<file path="src/rtl/param_shift_register.sv">
// param_shift_register
//   Parametrised load/shift register. Supports a parallel load, a single-step
//   shift, and an autonomous burst of burst_len steps with a busy/done
//   handshake. Shifts can be logical, rotate or arithmetic, in either
//   direction, and an illegal control combination raises a sticky err flag.
//
// Ports
//   clk          in   rising-edge clock
//   rst_n        in   asynchronous active-low reset
//   load_en      in   load data_in (highest priority; aborts a burst)
//   data_in      in   [WIDTH-1:0] parallel load value
//   shift_en     in   single-step shift (honoured only while idle)
//   dir          in   0 = right (toward LSB), 1 = left
//   mode         in   00 logical, 01 rotate, 10 arithmetic, 11 reserved
//   serial_in    in   fill bit for logical shifts
//   burst_start  in   start an autonomous shift of burst_len steps
//   burst_len    in   [LEN_W-1:0] step count, 0 allowed
//   err_clr      in   clear err (a simultaneous set wins)
//   data_out     out  [WIDTH-1:0] register contents
//   serial_out   out  bit most recently shifted out / wrapped
//   busy         out  burst in progress
//   done         out  one-cycle pulse when a burst completes
//   err          out  sticky illegal-condition flag
module param_shift_register #(
  parameter int WIDTH = 8,
  parameter int LEN_W = $clog2(WIDTH) + 1
) (
  input  logic             clk,
  input  logic             rst_n,
  input  logic             load_en,
  input  logic [WIDTH-1:0] data_in,
  input  logic             shift_en,
  input  logic             dir,
  input  logic [1:0]       mode,
  input  logic             serial_in,
  input  logic             burst_start,
  input  logic [LEN_W-1:0] burst_len,
  input  logic             err_clr,
  output logic [WIDTH-1:0] data_out,
  output logic             serial_out,
  output logic             busy,
  output logic             done,
  output logic             err
);

  typedef enum logic {
    ST_IDLE  = 1'b0,
    ST_SHIFT = 1'b1
  } state_t;

  state_t           state_q, state_d;
  logic [LEN_W-1:0] cnt_q, cnt_d;
  logic             bdir_q, bdir_d;
  logic [1:0]       bmode_q, bmode_d;
  logic [WIDTH-1:0] data_q, data_d;
  logic             sout_q, sout_d;
  logic             done_q, done_d;
  logic             err_q, err_d;

  logic             err_set;
  logic             step_en;
  logic             step_dir;
  logic [1:0]       step_mode;
  logic [WIDTH:0]   step_res;

  // One shift position. Result is {departing bit, new register value}.
  // The reserved mode falls through to a logical shift.
  function automatic logic [WIDTH:0] shift_step(
    input logic [WIDTH-1:0] d,
    input logic             dir_i,
    input logic [1:0]       mode_i,
    input logic             sin
  );
    logic fill;
    if (dir_i) begin
      case (mode_i)
        2'b01:   fill = d[WIDTH-1];
        2'b10:   fill = 1'b0;
        default: fill = sin;
      endcase
      shift_step = {d[WIDTH-1], d[WIDTH-2:0], fill};
    end else begin
      case (mode_i)
        2'b01:   fill = d[0];
        2'b10:   fill = d[WIDTH-1];
        default: fill = sin;
      endcase
      shift_step = {d[0], fill, d[WIDTH-1:1]};
    end
  endfunction

  always_comb begin
    state_d   = state_q;
    cnt_d     = cnt_q;
    bdir_d    = bdir_q;
    bmode_d   = bmode_q;
    data_d    = data_q;
    sout_d    = sout_q;
    done_d    = 1'b0;
    err_set   = 1'b0;
    step_en   = 1'b0;
    step_dir  = dir;
    step_mode = mode;

    if (load_en) begin
      // Load wins over everything and silently aborts a running burst.
      data_d  = data_in;
      state_d = ST_IDLE;
      cnt_d   = '0;
      err_set = shift_en | burst_start;
    end else if (state_q == ST_SHIFT) begin
      // Requests arriving mid-burst are ignored but flagged.
      err_set   = shift_en | burst_start;
      step_en   = 1'b1;
      step_dir  = bdir_q;
      step_mode = bmode_q;
      cnt_d     = cnt_q - 1'b1;
      if (cnt_q == LEN_W'(1)) begin
        state_d = ST_IDLE;
        done_d  = 1'b1;
      end
    end else if (burst_start) begin
      bdir_d  = dir;
      bmode_d = mode;
      if (burst_len == '0) begin
        done_d = 1'b1;
      end else begin
        state_d = ST_SHIFT;
        cnt_d   = burst_len;
      end
    end else if (shift_en) begin
      step_en = 1'b1;
    end

    step_res = shift_step(data_q, step_dir, step_mode, serial_in);
    if (step_en) begin
      data_d = step_res[WIDTH-1:0];
      sout_d = step_res[WIDTH];
      if (step_mode == 2'b11) begin
        err_set = 1'b1;
      end
    end

    // Set has priority over clear.
    if (err_set) begin
      err_d = 1'b1;
    end else if (err_clr) begin
      err_d = 1'b0;
    end else begin
      err_d = err_q;
    end
  end

  always_ff @(posedge clk or negedge rst_n) begin
    if (!rst_n) begin
      state_q <= ST_IDLE;
      cnt_q   <= '0;
      bdir_q  <= 1'b0;
      bmode_q <= 2'b00;
      data_q  <= '0;
      sout_q  <= 1'b0;
      done_q  <= 1'b0;
      err_q   <= 1'b0;
    end else begin
      state_q <= state_d;
      cnt_q   <= cnt_d;
      bdir_q  <= bdir_d;
      bmode_q <= bmode_d;
      data_q  <= data_d;
      sout_q  <= sout_d;
      done_q  <= done_d;
      err_q   <= err_d;
    end
  end

  assign data_out   = data_q;
  assign serial_out = sout_q;
  assign busy       = (state_q == ST_SHIFT);
  assign done       = done_q;
  assign err        = err_q;

endmodule

</file>
<file path="config.mk">
export PLATFORM = sky130hd
export DESIGN_NAME = param_shift_register
export DESIGN_NICKNAME = d
export VERILOG_FILES = /design/src/rtl/param_shift_register.sv
export SDC_FILE = /design/constraint.sdc
export NUM_CORES = 1
export LEC_CHECK = 0
export CAP_MARGIN = 0
export CORE_ASPECT_RATIO = 2
export CORE_MARGIN = 5
export CORE_UTILIZATION = 35
export DETAILED_ROUTE_END_ITERATION = 10
export DONT_BUFFER_PORTS = 1
export PLACE_DENSITY = 0.48
export SYNTH_ARGS = -nofsm -noshare
export SYNTH_HDL_FRONTEND = slang
export SYNTH_SLANG_ARGS = --single-unit
</file>
<file path="constraint.sdc">
create_clock -name clk -period 4.9 [get_ports clk]
set_input_delay 0.98 -clock clk [delete_from_list [all_inputs] [get_ports clk]]
set_output_delay 0.98 -clock clk [all_outputs]
set_load 0.01 [all_outputs]
</file>
Word level (Yosys, flattened, before mapping)
Cells that the tools add are included.
{"block": "totals", "reg_bits": 19, "out_inout_bits": 12, "wordCells": 59}
{"block": "op_classes", "n_addsub": 1, "n_eq_ne": 6, "mux": 33, "n_bitwise": 3, "reduce_logical": 7}
{"operator": "2-to-1 mux 1 bit", "n": 22}
{"operator": "2-to-1 mux 4 bit", "n": 4}
{"operator": "2-to-1 mux 8 bit", "n": 2}
{"operator": "2-to-1 mux 9 bit", "n": 1}
{"operator": "!= test 3 bit (second input constant)", "n": 2}
{"operator": "equality test 2 bit (second input constant)", "n": 2}
{"operator": "equality test 4 x 1 -> 1 bit (second input constant)", "n": 1}
{"operator": "logical NOT 4 bit", "n": 1}
{"operator": "2-to-1 mux 2 bit", "n": 2}
{"operator": "case mux 1 bit (2 select lines)", "n": 2}
{"operator": "AND reduction 2 bit", "n": 2}
{"operator": "nonzero test 2 bit", "n": 2}
{"operator": "subtractor 4 x 1 -> 4 bit (second input constant)", "n": 1}
{"operator": "AND reduction 3 bit", "n": 1}
{"operator": "nonzero test 3 bit", "n": 1}
{"operator": "equality test 2 x 1 -> 1 bit (second input constant)", "n": 1}
{"operator": "NOT 1 bit", "n": 2}
{"operator": "bitwise OR 1 bit", "n": 1}

Longest topological paths before layout
Gate-level depths: netlist of run 1.
{"block": "logic_depth", "ltp_word": 6, "ltp_mapped": 10, "depth_no_buf": 8}

Worst setup path before layout of run 1
OpenSTA, ideal clock, no wires.
{"block": "synth_timing", "path_type": "input -> register", "start": "in load_en", "end": "reg data_q[7], in the netlist data_out[7]", "arrival_time_ns": 2.215, "setup_slack_ns": 2.542, "path_stages": 9, "path_cell_list": "nor2b_4 > buf_6 > mux2i_1 > inv_1 > ha_1 > nor2b_1 > a22o_1 > a32oi_1 > o31ai_2"}
{"block": "synth_between", "elab_chain_cells": 5, "elab_cells_between_ends": 11, "classes_between": "eq/ne: 3; mux: 6; reduce/logical: 2"}
{"element": "start, declared", "line": "30", "text": "input logic load_en,"}
{"element": "2-to-1 mux 2 bit", "line": "105", "text": "if (load_en) begin"}
{"element": "equality test 2 bit / equality test 2 x 1 -> 1 bit (equally long branches)", "line": "83", "text": "case (mode_i)"}
{"element": "case mux 1 bit (2 select lines)", "line": "83"}
{"element": "2-to-1 mux 9 bit", "line": "75", "text": "if (dir_i) begin"}
{"element": "2-to-1 mux 8 bit", "line": "136", "text": "if (step_en) begin"}
{"element": "end signal, assigned", "line": "169", "text": "data_q <= data_d;"}
{"element": "end, declared", "line": "55", "text": "logic [WIDTH-1:0] data_q, data_d;"}
Parallel ways exist; a longest one is shown, timed or not.
A chain may end at the register's enable or synchronous reset.

Worst setup path in the final report of run 1
Ends and elaborated chain as after synthesis.

==> metrics.csv, run 1 <==
stage;metric;value;unit
outcome;status;complete, no violations;
sta;Max Freq;446.7;MHz
finish;n_diodes;0;
sta;endpoints failing setup;0;
logic_synthesis;mapped cell area;0.001156;mm²
critical_path;Critical Path Sink Type;flop;
sta;Max-slew headroom;46.70;%
global_routing;Overall Global Routing Usage;13.07;%
sta;Clock Skews;0.007093;ns
placed_design;IO buf count;0;
floorplanning;I/O pins;34;
finish;Finished Layout Cells;143;
routing;post-route ant nets;0;
placed_design;DP HPWL;2182;µm
clock_network;CTS root buf;clkbuf_8;
sta;endpoints failing hold;0;
power;LEAKAGE;0.5318;nW
finish;most frequent cells in the layout;19 x dfrtp_1, 12 x mux2i_1, 12 x nand2_1, 8 x o21ai_1, 7 x inv_1;
logic_synthesis;syn_nets;139;
routing;residual DRC count;0;
critical_path;WS Path Type;input pin to flop;
clock_network;PostCTS Resize Cnt;0;
clock_network;Clock Path Buffers;2;
global_routing;first-pass GRT wire length;4767;µm
sta;Pins Over Slew Limit;0;
flow_run;max_cap viols;0;
logic_synthesis;Synth Register Bits;19;
power;PwrDens;350.4;mW/mm²
clock_network;Setup Buffers After CTS;0;
routing;Avg WL per Cell;19.36;µm
critical_path;Worst Setup Start Kind;input pin;
routing;DR vias/cell;5.874;
sta;Final min period;2.239;ns
clock_network;Hold-fix buffers, CTS;0;
worst_hold_path;worst hold path class;input pin to asynchronous set/reset pin;
sta;period utilization;45.68;%
sta;RSZ-0062 raised after global routing;no;
critical_path;Critical Path RT;5.01;ns
floorplanning;Core ar.;0.003193;mm²
finish;leading cell type in the layout, fill and taps excluded;dfrtp_1;
clock_network;CTS tree;built;
clock_network;H-tree depth;1;
logic_synthesis;Netlist cell types;32;
power;worst vdd ir;145.4;µV
finish;share of layout cells above drive strength 1;9.821;%
finish;Final Net Count;140;
floorplanning;full die area;0.004622;mm²
clock_network;CTS Sinks;19;
clock_network;Clock transition at path regs;0.07;ns
sta;total negative slack;0;ns
logic_synthesis;syn_area_per_cell;10.32;µm²
clock_network;worst skew pair latency;0.25;ns
power;Power, Total;424.0;µW
global_routing;vias in the first global route;943;
logic_synthesis;Syn. warnings;0;
global_routing;pin count of the biggest net entering global routing;20;
routing;total wire length;2768;µm
logic_synthesis;synthesized instance count;112;
critical_path;CP arrival;2.35;ns
placed_design;GP Congestion;0.7858;
sta;measured slew at the worst slew-check pin;0.7935;ns
floorplanning;die width;50.64;µm
routing;drt pass-1 iters;4;
floorplanning;Die Span Y;91.28;µm
routing;routed via count;840;
floorplanning;Initial Util;36.21;%
floorplanning;num rows;29;
global_routing;initial antenna violation count;0;
finish;area delta synth->final;4.654;%
critical_path;crit path max fanout;15;
global_routing;Congestion Overflow GR;0;
clock_network;TritonCTS buffer count;3;
routing;1st-iter DRT viols;12;
logic_synthesis;register area share after synthesis;41.13;%
placed_design;dpl cells;139;
==> cell type report <==
type | instances | area, µm²
clock buffers | 4 | 45.04
fillers | 338 | 1983
inverters | 7 | 26.28
multi-input cells | 82 | 624.3
flip-flops and latches | 19 | 475.5
well taps | 31 | 38.79
==> sequential cells by signal, indices dropped and copies added, names as in the netlist <==
name,count
cnt_q,4
serial_out,1
busy,1
bdir_q,1
bmode_q,2
err,1
done,1
data_out,8
==> critical path, stage by stage <==
cell	delay (ns)
nor2b_4	0.20
mux2i_1	0.27
inv_1	0.09
ha_1	0.19
nor2b_1	0.14
a22o_1	0.20
a32oi_1	0.18
o31ai_2	0.09
==> where the power goes <==
group	switching, mW	leakage (nW)	internal [mW]
Sequential	0.0374	0.235	0.183
Clock	0.0511	0.0228	0.0578
Combinational	0.0459	0.274	0.0489
==> cell usage after synthesis <==
master	count	area share, %
o21ai_0	1	0.43
a21oi_1	2	0.87
mux2i_1	12	10
o32ai_1	1	0.76
mux2i_4	1	1.9
o221a_1	1	0.97
clkbuf_1	2	0.65
dfrtp_1	19	41
ha_1	5	5.4
nor2_1	5	1.6
nand3_1	2	0.87
a21boi_1	1	0.65
buf_6	2	1.9
o22ai_1	1	0.54
o21ai_1	8	3.5
nor2b_4	1	1.2
a32oi_1	2	1.5
nand2_1	12	3.9
or4_1	1	0.65
o31ai_2	1	1.1
mux2_2	4	3.9
nor2b_1	2	1.1
a22oi_1	6	3.9
a32o_1	1	0.87
inv_1	7	2.3
a22o_1	1	0.76
mux2_4	1	1.3
nand2b_1	3	1.6
o31ai_1	2	1.3
a21boi_0	1	0.65
nor3_1	2	0.87
xor2_1	2	1.5
==> metal layers <==
metal	up-vias	GRT usage [%]	wire, µm
met2	23	23.96	1623
met4	0	5.117	27
li1	405	-	-
met5	-	0	0
met3	2	4.426	205
met1	410	12.65	911
==> logic make-up (layout without fill, tap and decap cells) <==
group                    after synthesis  after routing  synth area share (%)
multiplexers                          18             18                 17.53
AND/OR/NAND/NOR                       28             28                 11.80
adder cells (fa/ha/maj)                5              5                 5.411
XOR/XNOR                               2              2                 1.515
flip-flops                            19             19                 41.13
AO/OA/AOI/OAI                         29             29                 17.75
buffers and inverters                 11             11                 4.871
==> worst paths after layout <==
kind	startpoint	end	slack, ns	cells after the start
max in group asynchronous	rst_n	data_out[5]	4.41	0
worst max register to register	busy	data_out[7]	2.70	8
worst max-delay path	load_en	data_out[7]	2.66	8
min in group clk	bmode_q[0]	bmode_q[0]	0.52	1
worst min register to register	bmode_q[0]	bmode_q[0]	0.52	1
worst min-delay path	rst_n	done	0.41	0
==> through the flow <==
step	utilization (%)	area, µm²	setup slack [ns]	hold WS [ns]
6_report	37.89	1210	2.662	0.4097
5_1_grt	37.89	1210	2.576	0.3910
4_1_cts	37.89	1210	2.646	0.4006
3_5_place_dp	36.48	1165	2.387	0.5077
3_3_place_gp	36.48	1165	2.425	0.5145
2_1_floorplan	-	1156	2.542	0.4721
Note: power is estimated with default switching activity, not from simulation.
==> run 2: changes to the inputs <==
==> constraint.sdc (replaced) <==
create_clock -name clk -period 2.1 [get_ports clk]
set_input_delay 0.42 -clock clk [delete_from_list [all_inputs] [get_ports clk]]
set_output_delay 0.42 -clock clk [all_outputs]
set_load 0.01 [all_outputs]
==> run 2 against run 1 <==
Critical path depth unchanged. Clock skew down 0.0056 ns. First-iteration DRC count rose to 2.9 times the previous value. Core utilization up 1.5 points. Power up 140%. Sequential power up 130%. Via count up 1.1%. Sequential share of layout area down 1.5 points. Die area unchanged. Hold slack worse by 0.15 ns. Largest cell class unchanged. Register-to-register slack worse by 2.4 ns.
==> metrics.csv, run 2 (same netlist as run 1, synthesis figures left out) <==
stage;metric;value;unit;change
floorplanning;Initial Util;36.21;%;unchanged
power;PwrDens;805.8;mW/mm²;+130%
global_routing;pin count of the biggest net entering global routing;20;;unchanged
global_routing;initial antenna violation count;0;;unchanged
placed_design;GP Congestion;0.7254;;-7.7%
critical_path;CP arrival;1.92;ns;-0.43 ns
global_routing;first-pass GRT wire length;4836;µm;+1.4%
sta;Clock Skews;0.001512;ns;-0.005581 ns
sta;measured slew at the worst slew-check pin;0.9111;ns;+0.1176 ns
power;worst vdd ir;370.7;µV;+150%
sta;Max Freq;561.0;MHz;
sta;Pins Over Slew Limit;0;;unchanged
placed_design;DP HPWL;2288;µm;+4.9%
outcome;status;complete, no violations;;
critical_path;cell family with most CP delay;compound AO/OA/AOI/OAI gates;;
finish;multi-input logic area;624.3;µm²;unchanged
clock_network;PostCTS Resize Cnt;0;;unchanged
placed_design;DP Area;0.001202;mm²;+3.2%
critical_path;WS Path Type;flop to flop;;
global_routing;Overall Global Routing Usage;13.42;%;+0.35 points
finish;n_diodes;0;;unchanged
sta;total negative slack;0;ns;unchanged
critical_path;Critical Path Sink Type;flop;;
sta;endpoints failing hold;0;;unchanged
routing;DR vias/cell;5.698;;-3.0%
clock_network;CTS Sinks;19;;unchanged
critical_path;Bufs and invs on worst path;1;;unchanged
finish;Final Instance Area;0.001257;mm²;+3.9%
routing;drt pass-1 iters;4;;unchanged
flow_run;max_cap viols;0;;unchanged
sta;Max-slew headroom;39.06;%;-7.6 points
placed_design;IO buf count;0;;unchanged
floorplanning;die width;50.64;µm;unchanged
finish;share of layout cells above drive strength 1;13.56;%;+3.7 points
clock_network;Clock transition at path regs;0.07;ns;about the same
sta;Final min period;1.783;ns;
floorplanning;full die area;0.004622;mm²;unchanged
floorplanning;I/O pins;34;;unchanged
finish;Filler Cell Count;336;;-0.59%
worst_hold_path;WHS Path Cells;1;;
clock_network;CTS tree;built;;
finish;max reg flops;8;;unchanged
routing;post-route ant nets;0;;unchanged
clock_network;H-tree depth;1;;unchanged
finish;register area;475.5;µm²;unchanged
finish;leading cell type in the layout, fill and taps excluded;dfrtp_1;;
critical_path;Worst Setup Start Kind;flop;;
finish;area delta synth->final;8.767;%;
critical_path;slowest stage delay, CP;0.34;ns;+0.07 ns
global_routing;vias in the first global route;998;;+5.8%
sta;period utilization;84.89;%;
worst_hold_path;worst hold path class;input pin to flop;;
floorplanning;num rows;29;;unchanged
critical_path;Critical Path RT;2.23;ns;-2.78 ns
routing;Avg WL per Cell;19.05;µm;-1.6%
critical_path;crit path cell chain;nor2b_4 -> mux2i_1 -> inv_1 -> ha_1 -> nor2b_1 -> a22o_1 -> a32oi_1 -> o31ai_2;;
clock_network;CTS root buf;clkbuf_8;;
routing;residual DRC count;0;;unchanged
clock_network;Clock Path Buffers;2;;unchanged
global_routing;Congestion Overflow GR;0;;unchanged
routing;routed via count;849;;+1.1%
critical_path;slowest stage cell, crit path;dfrtp_1;;
critical_path;reg2reg path depth;8;;unchanged
finish;most frequent cells in the layout;19 x dfrtp_1, 12 x mux2i_1, 12 x nand2_1, 8 x o21ai_1, 7 x inv_1;;
clock_network;TritonCTS buffer count;3;;unchanged
clock_network;worst skew pair latency;0.25;ns;about the same
finish;Final Net Count;146;;+4.3%
sta;RSZ-0062 raised after global routing;no;;
floorplanning;Die Span Y;91.28;µm;unchanged
power;LEAKAGE;0.5608;nW;+5.4%
sta;endpoints failing setup;0;;unchanged
critical_path;Crit path depth;8;;unchanged
critical_path;crit path max fanout;3;;-12
floorplanning;Core ar.;0.003193;mm²;unchanged
routing;total wire length;2838;µm;+2.5%
routing;1st-iter DRT viols;35;;+23
## run 2: changes by cell type in the layout (fill, tap and decap cells not counted), sizes merged
cell,previous run,this run
buf,0,5
dlygate4sd3,0,1
## run 2: layer usage
layer	part of all wire, %	vias to the layer above	GRT usage [%]	routed length, µm
met2	59	21	25.10	1677
met1	34	411	12.83	951
met5	0	-	0	0
met4	0.92	0	4.478	26
li1	-	415	-	-
met3	6.4	2	4.590	183
## run 2: what timing repair did
action / 4_1_cts / 5_1_grt
hold endpoints to repair: 19 / 0
buffers inserted: 0 / 0
hold buffers: 1 / 0
## run 2: worst register-to-register path, stage by stage, from the launching register on
cell	delay, ns
dfrtp_1	0.34
nor2b_4	0.17
mux2i_1	0.24
inv_1	0.09
ha_1	0.18
nor2b_1	0.14
a22o_1	0.21
a32oi_1	0.20
o31ai_2	0.09
## run 2: layout make-up
cell class | instances | area share, %
clock buffers | 4 | 3.582
inverters | 7 | 2.090
multi-input cells | 82 | 49.65
flip-flops and latches | 19 | 37.81
well taps | 31 | 3.085
repair buffers | 6 | 3.781
## run 2: stage by stage
step,cells,setup slack (ns),total power [mW],util [%],hold WS [ns]
global placement,144,0.3495,0.7577,37.66,0.1252
global route,149,0.1961,1.092,39.38,0.2605
detailed placement,144,0.2856,0.7655,37.66,0.1252
CTS,149,0.3077,1.034,39.38,0.2601
floorplan,112,0.1634,0.7034,-,0.1244
finish,149,0.3173,1.013,39.38,0.2647
## run 2: where the power goes
group          leakage, nW  total, mW  switching (mW)  internal [mW]
Clock               0.0228      0.254           0.119          0.135
Combinational        0.303      0.253           0.125          0.128
Sequential           0.235      0.506          0.0796          0.427
Total                0.561       1.01           0.324          0.689
## run 2: final timing paths
check	startpoint	endpoint	slack, ns
max in group asynchronous	rst_n	cnt_q[2]	0.80
min in group asynchronous	rst_n	done	0.74
max	busy	data_out[7]	0.32
max reg2reg	busy	data_out[7]	0.32
min reg2reg	bmode_q[0]	bmode_q[0]	0.52
min	err_clr	err	0.26
==> run 3: changes to the inputs <==
==> constraint.sdc (replaced) <==
create_clock -name clk -period 1.9 [get_ports clk]
set_input_delay 0.38 -clock clk [delete_from_list [all_inputs] [get_ports clk]]
set_output_delay 0.38 -clock clk [all_outputs]
set_load 0.01 [all_outputs]
==> run 3 against run 2 <==
Clock skew increased by 0.0022 ns. Sequential share of layout area unchanged. Global-route usage decreased by 0.41 points. Combinational power increased by 11%. Worst setup slack got worse by 0.20 ns. Non-clock buffer count unchanged. Via count increased by 0.35%. Highest routed layer unchanged. Largest cell class unchanged.
==> metrics.csv, run 3 (same netlist as run 1, synthesis figures left out) <==
stage;metric;value;unit;change
outcome;status;complete, no violations;;
worst_hold_path;Hold Path Origin;load_en;;
routing;Avg WL per Cell;18.69;µm;-1.9%
finish;Filler Cell Count;334;;-0.60%
global_routing;met1 Use GR;14.09;%;+1.3 points
floorplanning;Die Span Y;91.28;µm;unchanged
clock_network;TritonCTS buffer count;3;;unchanged
global_routing;Overall Global Routing Usage;13.00;%;-0.41 points
sta;measured slew at the worst slew-check pin;0.8931;ns;-0.01799 ns
routing;DR vias/cell;5.718;;+0.35%
finish;Final Net Count;146;;unchanged
sta;period utilization;94.05;%;+9.2 points
global_routing;global routing's busiest layer;met2;;
power;Power, Total;1.119;mW;+10%
routing;post-route ant nets;0;;unchanged
routing;drt pass-1 iters;4;;unchanged
finish;max reg flops;8;;unchanged
clock_network;Setup Buffers After CTS;0;;unchanged
sta;Max Freq;559.6;MHz;-0.24%
worst_hold_path;WHS Path Cells;1;;unchanged
finish;area delta synth->final;8.767;%;unchanged
placed_design;IO buf count;0;;unchanged
global_routing;first-pass GRT wire length;4767;µm;-1.4%
sta;hold_ws;0.2240;ns;-0.04066 ns
finish;share of layout cells above drive strength 1;13.56;%;unchanged
global_routing;routing usage on met2;23.55;%;-1.6 points
critical_path;reg-to-reg startpoint;busy;;
global_routing;initial antenna violation count;0;;unchanged
sta;Final min period;1.787;ns;+0.004303 ns
placed_design;dpl cells;144;;unchanged
flow_run;max_cap viols;0;;unchanged
critical_path;reg2reg path depth;8;;unchanged
clock_network;Clock Path Buffers;2;;unchanged
floorplanning;Initial Util;36.21;%;unchanged
routing;routed via count;852;;+0.35%
global_routing;pin count of the biggest net entering global routing;20;;unchanged
critical_path;crit path max fanout;3;;unchanged
placed_design;GP Congestion;0.7367;;+1.6%
critical_path;Worst Setup Start Kind;flop;;
floorplanning;die width;50.64;µm;unchanged
finish;multi-input logic area;624.3;µm²;unchanged
routing;residual DRC count;0;;unchanged
finish;Util after Layout;39.38;%;unchanged
critical_path;Critical Path RT;2.03;ns;-0.20 ns
sta;endpoints failing hold;0;;unchanged
global_routing;global routing usage on met3;3.934;%;-0.66 points
floorplanning;num rows;29;;unchanged
global_routing;vias in the first global route;968;;-3.0%
floorplanning;Core ar.;0.003193;mm²;unchanged
clock_network;PostCTS Resize Cnt;0;;unchanged
critical_path;WS Path Type;flop to flop;;
sta;RSZ-0062 raised after global routing;no;;
global_routing;Congestion Overflow GR;0;;unchanged
routing;total wire length;2785;µm;-1.9%
sta;endpoints failing setup;0;;unchanged
finish;leading cell type in the layout, fill and taps excluded;dfrtp_1;;
worst_hold_path;worst hold path class;input pin to flop;;
placed_design;DP HPWL;2266;µm;-0.99%
routing;1st-iter DRT viols;26;;-26%
power;LEAKAGE;0.5608;nW;unchanged
clock_network;Clock transition at path regs;0.07;ns;about the same
finish;Final Instance Area;0.001257;mm²;unchanged
finish;n_diodes;0;;unchanged
clock_network;CTS Sinks;19;;unchanged
power;PwrDens;890.1;mW/mm²;+10%
sta;Clock Skews;0.003714;ns;+0.002202 ns
placed_design;DP Area;0.001202;mm²;unchanged
worst_hold_path;hold path endpoint;cnt_q[1];;
clock_network;CTS tree;built;;
critical_path;R2R Setup Slk;0.11;ns;-0.20 ns
floorplanning;I/O pins;34;;unchanged
floorplanning;full die area;0.004622;mm²;unchanged
finish;Finished Layout Cells;149;;unchanged
clock_network;H-tree depth;1;;unchanged
sta;Max-slew headroom;40.26;%;+1.2 points
finish;register area;475.5;µm²;unchanged
power;worst vdd ir;584.1;µV;+58%
critical_path;FF-to-FF End;data_out[7];;
critical_path;CP arrival;1.92;ns;about the same
critical_path;Critical Path Sink Type;flop;;
finish;most frequent cells in the layout;19 x dfrtp_1, 12 x mux2i_1, 12 x nand2_1, 8 x o21ai_1, 7 x inv_1;;
sta;Pins Over Slew Limit;0;;unchanged
clock_network;CTS root buf;clkbuf_8;;
clock_network;worst skew pair latency;0.25;ns;about the same
run 3: cell counts in the layout (fill, tap and decap cells not counted):
No cell type changed its count.
run 3: repair_timing:
action                                  CTS  global route
hold buffers                              1             0
endpoints found under the setup margin    0             0
hold endpoints to repair                 19             0
run 3: stage by stage:
stage | worst slack [ns] | setup TNS (ns)
CTS | 0.09019 | 0
detailed placement | 0.1024 | 0
finish | 0.1130 | 0
floorplan | -0.03664 | -0.03664
global route | 0.01554 | 0
global placement | 0.1258 | 0
run 3: layer usage:
metal	vias to the layer above	share of wire (%)
met5	-	0
met4	0	0.86
met3	2	6.2
met2	29	59
met1	405	34
li1	416	-
run 3: cell type report:
class                           count  area share, %
Clock buffer                        4          3.582
Inverter                            7          2.090
Multi-Input combinational cell     82          49.65
Sequential cell                    19          37.81
Tap cell                           31          3.085
Timing Repair Buffer                6          3.781
run 3: worst max-delay path: stages (launching register included):
cell	delay, ns
dfrtp_1	0.35
nor2b_4	0.17
mux2i_1	0.25
inv_1	0.09
ha_1	0.18
nor2b_1	0.14
a22o_1	0.21
a32oi_1	0.19
o31ai_2	0.09
run 3: how the worst max path moves through the flow:
stage | endpoint | from | depth (start not counted) | slack [ns]
after CTS | data_out[7] | busy | 8 | 0.09
after global routing | data_out[7] | busy | 8 | 0.02
after floorplan | data_out[7] | busy | 10 | -0.04
after global placement | data_out[7] | load_en | 8 | 0.13
after detailed placement | data_out[7] | load_en | 8 | 0.10
final | data_out[7] | busy | 8 | 0.11
run 3: where the power goes:
group	total (mW)	switching, mW	internal [mW]
registers	0.559	0.0872	0.472
clock network	0.279	0.130	0.149
logic	0.281	0.140	0.142
total	1.12	0.357	0.762
